[config.mk]
export PLATFORM = sky130hd
export DESIGN_NAME = jt900h_eacalc
export DESIGN_NICKNAME = d
export VERILOG_FILES = /design/src/rtl/jt900h_eacalc.sv
export SDC_FILE = /design/constraint.sdc
export NUM_CORES = 1
export LEC_CHECK = 0
export BUFFER_PORTS_ARGS = -buffer_cell sky130_fd_sc_hd__buf_4
export CAP_MARGIN = 20
export CORE_MARGIN = 3
export CORE_UTILIZATION = 53
export CTS_CLUSTER_DIAMETER = 60
export DETAILED_ROUTE_END_ITERATION = 6
export PLACE_DENSITY = 0.8
export RECOVER_POWER = 25
export SLEW_MARGIN = 10
export SYNTH_ARGS = -nofsm -noshare
export SYNTH_HDL_FRONTEND = slang
export SYNTH_SLANG_ARGS = --single-unit
[constraint.sdc]
create_clock -name clk -period 3.45 [get_ports clk]
set_input_delay 0.5175 -clock clk [delete_from_list [all_inputs] [get_ports clk]]
set_output_delay 0.5175 -clock clk [all_outputs]
set_load 0.005 [all_outputs]
[src/rtl/jt900h_eacalc.sv]
// jt900h_eacalc - effective-address calculator for TLCS-900H memory operands.
//
// Decodes the addressing byte(s) in the fetch window, drives the register-bank
// read selects, adds base + offset (or base - step for pre-decrement) modulo
// 2^AW, and presents the result on a valid/ack handshake.
//
// Ports
//   clk, rst, cen       clock, async active-high reset, clock enable
//   op, op_valid        fetch window (op[7:0] = mode byte) and request strobe
//   fetched             bytes consumed, pulsed for one cen cycle after decode
//   rdreg_sel, rdreg    base register select / value (read during RD)
//   rdaux_sel, rdaux    offset register select / value (r32+r8/r16 only)
//   reg_step            step size code (0=1, 1=2, 2=4 bytes)
//   reg_inc, reg_dec    one-cen pulses to update the base register on accept
//   ea_valid, ea_ack, ea  result handshake
//   err                 one-cen pulse for an unsupported mode byte
//
// state | meaning
// ------+---------------------------------------------------------------
// IDLE  | waiting for op_valid; decode the mode byte and latch selects
// RD    | register bank output valid; form ea
// DONE  | ea_valid high until ea_ack (or abort when op_valid drops)
module jt900h_eacalc #(
    parameter int         AW      = 24,
    parameter logic [7:0] NULLREG = 8'h40,
    parameter logic [7:0] XBASE   = 8'he0
) (
    input  logic          clk,
    input  logic          rst,
    input  logic          cen,
    input  logic [31:0]   op,
    input  logic          op_valid,
    output logic [2:0]    fetched,
    output logic [7:0]    rdreg_sel,
    input  logic [31:0]   rdreg,
    output logic [7:0]    rdaux_sel,
    input  logic [15:0]   rdaux,
    output logic [1:0]    reg_step,
    output logic          reg_inc,
    output logic          reg_dec,
    output logic          ea_valid,
    input  logic          ea_ack,
    output logic [AW-1:0] ea,
    output logic          err
);

    typedef enum logic [1:0] {S_IDLE, S_RD, S_DONE} state_t;

    state_t        state_q, state_d;
    logic [2:0]    fetched_q, fetched_d;
    logic [7:0]    rdreg_sel_q, rdreg_sel_d;
    logic [7:0]    rdaux_sel_q, rdaux_sel_d;
    logic [1:0]    reg_step_q, reg_step_d;
    logic          reg_inc_q, reg_inc_d;
    logic          reg_dec_q, reg_dec_d;
    logic          ea_valid_q, ea_valid_d;
    logic [AW-1:0] ea_q, ea_d;
    logic          err_q, err_d;
    logic [AW-1:0] off_q, off_d;
    logic          use_aux_q, use_aux_d;
    logic          aux_wide_q, aux_wide_d;
    logic          inc_mode_q, inc_mode_d;
    logic          dec_mode_q, dec_mode_d;

    // Combinational decode of the current fetch window
    logic          dec_ok;
    logic [2:0]    dec_len;
    logic [7:0]    dec_base;
    logic [7:0]    dec_aux;
    logic [AW-1:0] dec_off;
    logic [1:0]    dec_step;
    logic          dec_use_aux;
    logic          dec_inc;
    logic          dec_dec;
    logic [7:0]    r32_base;
    logic [AW-1:0] rd_off;

    // Mode byte bits 7 and 5:4 do not take part in operand decoding
    logic unused_bits;
    assign unused_bits = &{1'b0, op[7], op[5:4], rdreg};

    assign r32_base = {op[15:10], 2'b00};

    always_comb begin
        dec_ok      = 1'b1;
        dec_len     = 3'd1;
        dec_base    = NULLREG;
        dec_aux     = NULLREG;
        dec_off     = '0;
        dec_step    = 2'd0;
        dec_use_aux = 1'b0;
        dec_inc     = 1'b0;
        dec_dec     = 1'b0;
        if (!op[6]) begin
            dec_base = XBASE + {3'b000, op[2:0], 2'b00};
            if (op[3]) begin
                dec_off = AW'($signed(op[15:8]));
                dec_len = 3'd2;
            end
        end else begin
            case (op[3:0])
                4'h0: begin dec_off = AW'(op[15:8]); dec_len = 3'd2; end
                4'h1: begin dec_off = AW'(op[23:8]); dec_len = 3'd3; end
                4'h2: begin dec_off = AW'(op[31:8]); dec_len = 3'd4; end
                4'h3: begin
                    case (op[9:8])
                        2'd0: begin dec_base = r32_base; dec_len = 3'd2; end
                        2'd1: begin
                            dec_base = r32_base;
                            dec_off  = AW'($signed(op[31:16]));
                            dec_len  = 3'd4;
                        end
                        2'd3: begin
                            dec_base    = op[23:16];
                            dec_aux     = op[31:24];
                            dec_use_aux = 1'b1;
                            dec_len     = 3'd4;
                        end
                        default: dec_ok = 1'b0;
                    endcase
                end
                4'h4, 4'h5: begin
                    dec_base = r32_base;
                    dec_step = op[9:8];
                    dec_len  = 3'd2;
                    dec_ok   = (op[9:8] != 2'd3);
                    dec_dec  = ~op[0];
                    dec_inc  = op[0];
                    // pre-decrement folds into the common add as a negative offset
                    if (!op[0]) dec_off = -(AW'(1) << op[9:8]);
                end
                default: dec_ok = 1'b0;
            endcase
        end
    end

    // The aux register is only readable in RD, so its extension happens there
    assign rd_off = !use_aux_q ? off_q :
                    aux_wide_q ? AW'($signed(rdaux)) : AW'($signed(rdaux[7:0]));

    always_comb begin
        state_d     = state_q;
        fetched_d   = 3'd0;
        rdreg_sel_d = rdreg_sel_q;
        rdaux_sel_d = rdaux_sel_q;
        reg_step_d  = reg_step_q;
        reg_inc_d   = 1'b0;
        reg_dec_d   = 1'b0;
        ea_valid_d  = ea_valid_q;
        ea_d        = ea_q;
        err_d       = 1'b0;
        off_d       = off_q;
        use_aux_d   = use_aux_q;
        aux_wide_d  = aux_wide_q;
        inc_mode_d  = inc_mode_q;
        dec_mode_d  = dec_mode_q;
        case (state_q)
            S_IDLE: begin
                if (op_valid) begin
                    if (dec_ok) begin
                        fetched_d   = dec_len;
                        rdreg_sel_d = dec_base;
                        rdaux_sel_d = dec_aux;
                        reg_step_d  = dec_step;
                        off_d       = dec_off;
                        use_aux_d   = dec_use_aux;
                        aux_wide_d  = op[10];
                        inc_mode_d  = dec_inc;
                        dec_mode_d  = dec_dec;
                        state_d     = S_RD;
                    end else begin
                        err_d = 1'b1;
                    end
                end
            end
            S_RD: begin
                if (!op_valid) begin
                    state_d = S_IDLE;
                end else begin
                    ea_d       = rdreg[AW-1:0] + rd_off;
                    ea_valid_d = 1'b1;
                    state_d    = S_DONE;
                end
            end
            S_DONE: begin
                // an abort wins over a simultaneous ack: no register update
                if (!op_valid) begin
                    ea_valid_d = 1'b0;
                    state_d    = S_IDLE;
                end else if (ea_ack) begin
                    ea_valid_d = 1'b0;
                    reg_inc_d  = inc_mode_q;
                    reg_dec_d  = dec_mode_q;
                    state_d    = S_IDLE;
                end
            end
            default: begin
                ea_valid_d = 1'b0;
                state_d    = S_IDLE;
            end
        endcase
    end

    always_ff @(posedge clk or posedge rst) begin
        if (rst) begin
            state_q     <= S_IDLE;
            fetched_q   <= 3'd0;
            rdreg_sel_q <= NULLREG;
            rdaux_sel_q <= NULLREG;
            reg_step_q  <= 2'd0;
            reg_inc_q   <= 1'b0;
            reg_dec_q   <= 1'b0;
            ea_valid_q  <= 1'b0;
            ea_q        <= '0;
            err_q       <= 1'b0;
            off_q       <= '0;
            use_aux_q   <= 1'b0;
            aux_wide_q  <= 1'b0;
            inc_mode_q  <= 1'b0;
            dec_mode_q  <= 1'b0;
        end else if (cen) begin
            state_q     <= state_d;
            fetched_q   <= fetched_d;
            rdreg_sel_q <= rdreg_sel_d;
            rdaux_sel_q <= rdaux_sel_d;
            reg_step_q  <= reg_step_d;
            reg_inc_q   <= reg_inc_d;
            reg_dec_q   <= reg_dec_d;
            ea_valid_q  <= ea_valid_d;
            ea_q        <= ea_d;
            err_q       <= err_d;
            off_q       <= off_d;
            use_aux_q   <= use_aux_d;
            aux_wide_q  <= aux_wide_d;
            inc_mode_q  <= inc_mode_d;
            dec_mode_q  <= dec_mode_d;
        end
    end

    assign fetched   = fetched_q;
    assign rdreg_sel = rdreg_sel_q;
    assign rdaux_sel = rdaux_sel_q;
    assign reg_step  = reg_step_q;
    assign reg_inc   = reg_inc_q;
    assign reg_dec   = reg_dec_q;
    assign ea_valid  = ea_valid_q;
    assign ea        = ea_q;
    assign err       = err_q;

endmodule

==> metrics <==
CTS Sinks 79; global-route wire length before repair 21.4 mm; nets in the synthesized netlist 689; number of maximum-capacitance violations 1; Post-Synthesis Cells approximately 580; # setup viols final 0; TritonCTS clock tree done; area fraction of the dominant cell type after synthesis 0.388; Ant. Diodes 0; area taken by flip-flops and latches around 0.0020 mm²; leading post-synthesis cells by instance count sky130_fd_sc_hd__dfrtp_1, sky130_fd_sc_hd__nand2_1, sky130_fd_sc_hd__o21ai_0; worst hold path cell count 3; per-cell routed wire length 16.7 µm; CTS-repair resized insts 0; most instantiated flip-flop cell in the synthesis netlist sky130_fd_sc_hd__dfrtp_1; compound-cell area share of the yosys netlist 0.270; placement-stage cell area 0.00595 mm²; GRT Overall Usage 0.257; layout net count between 700 and 800; transition at the pin with the smallest max-transition slack 1490 ps; standard-cell row count 34; Longest Clk Path Bufs 2; Multi-input gate area 0.00268 mm²; Final Hold Fails 0; time the worst path needs with I/O delays and setup around 3300 ps; Total Neg Setup Slack 0 ps; floorplan die width about 100 µm; maximum ir drop on the vdd rail 0.267 mV; vias in the first global route 4483; Crit Reg-Reg Endpoint ea[20]$_DFFE_PP0P_; setup repair bufs after CTS 0; Core Footprint 0.00889 mm²; Clock transition at path regs 90 ps; DRC viols 0; proportion of layout cells with a drive suffix above 1 0.252; post-synthesis share of cell area spent on xor and xnor gates 0.0300; area of the die 0.0106 mm²; power density of the placed cells roughly 560 mW/mm²; violated checks capacitance limit; Crit Reg-Reg Startpoint use_aux_q$_DFFE_PP0P_; detailed-router iteration count before antenna repair 5; basic-gate share of the synthesized area counting and, or, nand and nor cells 0.153; crit path kind reg -> reg; vias per cell around 5.9; Layout fillers around 750; proportion of synthesized chip area in sequential cells 0.399; Congestion Overflow GR 0; Detailed Place HPWL 10.5 mm; Critical Path Sink Type register; Die Ht 103 µm; number of nets with antenna violations after routing 0; Post-synth ARST share 1.00; Syn-to-layout area delta 23.7%; I/O pin count around 130; HP Start op[30]; worst setup slack for register-to-register paths 150 ps; number of warnings issued by yosys 0; number of vias in the routed layout 4754; most frequent cell after synthesis sky130_fd_sc_hd__dfrtp_1; maximum number of pins on one net before global-route repair 42; Worst Hold End rdaux_sel[6]$_DFFE_PP1P_; relative max-transition margin 0.00802; RSZ-0062 raised after global routing no; Achievable Freq just over 0.3 GHz; startpoint type of the worst setup path register; Area contributors post-synth sky130_fd_sc_hd__dfrtp_1, sky130_fd_sc_hd__o21ai_0, sky130_fd_sc_hd__ha_1; depth of the worst register-to-register path 11; count of hold-fix buffers inserted at cts 0; kind of path behind the tightest hold check in -> reg; maximum level of the CTS H-tree 3; Layout Utilization 0.691; Routed Wire Length 13.4 mm; count of state elements after synthesis 79; Critical Path AT approximately 3500 ps; number of buffers created by CTS 9; share of the cycle needed by the critical path after routing 0.956; leakage power total 2.93 nW; Post-synth EDFFs 0; final slew viol count 0; count of non-filler cells in the finished layout 802; Clk Latency, worst-skew pair roughly 360 ps; final clock skew 10.8 ps; cell area after layout a little over 0.006 mm²; critical path peak fanout 9; top cell type by total area after synthesis sky130_fd_sc_hd__dfrtp_1; initial core utilization 0.558; total instance count after detailed placement 786; main combinational cell family by area after synthesis compound AO/OA/AOI/OAI gates; status complete, but fails checks; adder-cell share of the synthesized area 0.0645; overall power consumption 3.45 mW; number of port buffers 122; 1st-iter DRT viols 291; RD Place Congestion between 0.9 and 1; count of different cell masters after synthesis 54; Syn Area/Cell approximately 8.6 µm²; summed instance area of the synthesized netlist 0.00496 mm²; cell at the root of the clock tree sky130_fd_sc_hd__clkbuf_8; number of antenna violations at the first check in global routing 0; Worst EP required 3690 ps; mux share of post-synthesis cell area 0.0227
## layout make-up
cell class,count,area share
Inverter,32,0.0196
Sequential cell,79,0.322
Clock buffer,9,0.0202
Tap cell,108,0.0220
Clock inverter,7,0.0128
Multi-Input combinational cell,432,0.436
Timing Repair Buffer,135,0.167
## critical path: stages (launching register included)
cell and delay, ps:
sky130_fd_sc_hd__dfrtp_1 540, sky130_fd_sc_hd__mux2_2 380, sky130_fd_sc_hd__ha_1 210, sky130_fd_sc_hd__fa_1 430
sky130_fd_sc_hd__a211oi_1 240, sky130_fd_sc_hd__o21bai_1 150, sky130_fd_sc_hd__a211oi_1 340, sky130_fd_sc_hd__buf_4 210
sky130_fd_sc_hd__o21ai_1 150, sky130_fd_sc_hd__a211oi_1 280, sky130_fd_sc_hd__xor2_1 170, sky130_fd_sc_hd__o21ai_0 90
## layout by cell type (no fill, tap or decap), drive strengths merged, types with 2 or more instances in the layout
master,instances
a211oi,6
a21boi,3
a21o,12
a21oi,60
a221o,7
a221oi,12
a22o,9
a22oi,5
a31oi,5
and2,3
and3,5
buf,133
clkbuf,11
clkinvlp,3
dfrtp,77
dfstp,2
ha,24
inv,35
mux2,10
nand2,66
nand3,14
nand4,5
nor2,49
nor2b,6
nor3,6
nor3b,2
o21a,4
o21ai,69
o21bai,3
o221ai,6
o22ai,5
o31ai,4
or4b,4
xnor2,8
xor2,9
## per-layer routing
layer | wire length [µm] | GRT usage
met1 | 5990 | 0.349
met2 | 6000 | 0.405
met3 | 1080 | 0.0548
met4 | 330 | 0.102
met5 | 0 | 0
## sequential cells by signal, summed over array words and instances, names as in the netlist
name	flops
ea_valid	1
use_aux_q	1
reg_step	2
fetched	3
rdreg_sel	8
off_q	24
aux_wide_q	1
dec_mode_q	1
state_q	2
ea	24
err	1
inc_mode_q	1
reg_inc	1
rdaux_sel	8
reg_dec	1
## power by group
group	leakage [nW]	internal, mW	switching (mW)	total [mW]
sequential	0.990	1.17	0.132	1.30
clock	0.0929	0.342	0.385	0.728
combinational	1.85	0.701	0.724	1.42
## cells by family (layout without fill, tap and decap cells)
family / Yosys count / in the layout
compound gates: 214 / 214
xor+xnor: 17 / 17
fa+ha+maj: 25 / 25
buf+inv: 68 / 183
flops: 79 / 79
mux: 10 / 10
simple gates: 166 / 166
## how the worst max path moves through the flow
| stage | from | to | slack (ps) | cells after the start |
|---|---|---|---|---|
| finish | use_aux_q$_DFFE_PP0P_ | ea[20]$_DFFE_PP0P_ | 150 | 11 |
| global route | use_aux_q$_DFFE_PP0P_ | ea[20]$_DFFE_PP0P_ | 60 | 11 |
| CTS | use_aux_q$_DFFE_PP0P_ | ea[20]$_DFFE_PP0P_ | 180 | 11 |
| detailed placement | use_aux_q$_DFFE_PP0P_ | ea[20]$_DFFE_PP0P_ | 190 | 11 |
| global placement | rdaux[7] | ea[23]$_DFFE_PP0P_ | 310 | 12 |
| floorplan | use_aux_q$_DFFE_PP0P_ | ea[20]$_DFFE_PP0P_ | 310 | 11 |
## stage by stage
stage,worst slack [ps],hold WS [ps]
6_report,151,384
5_1_grt,57.5,374
4_1_cts,183,355
3_5_place_dp,190,461
3_3_place_gp,313,462
2_1_floorplan,309,439
Power figures use the tool's default switching activity.
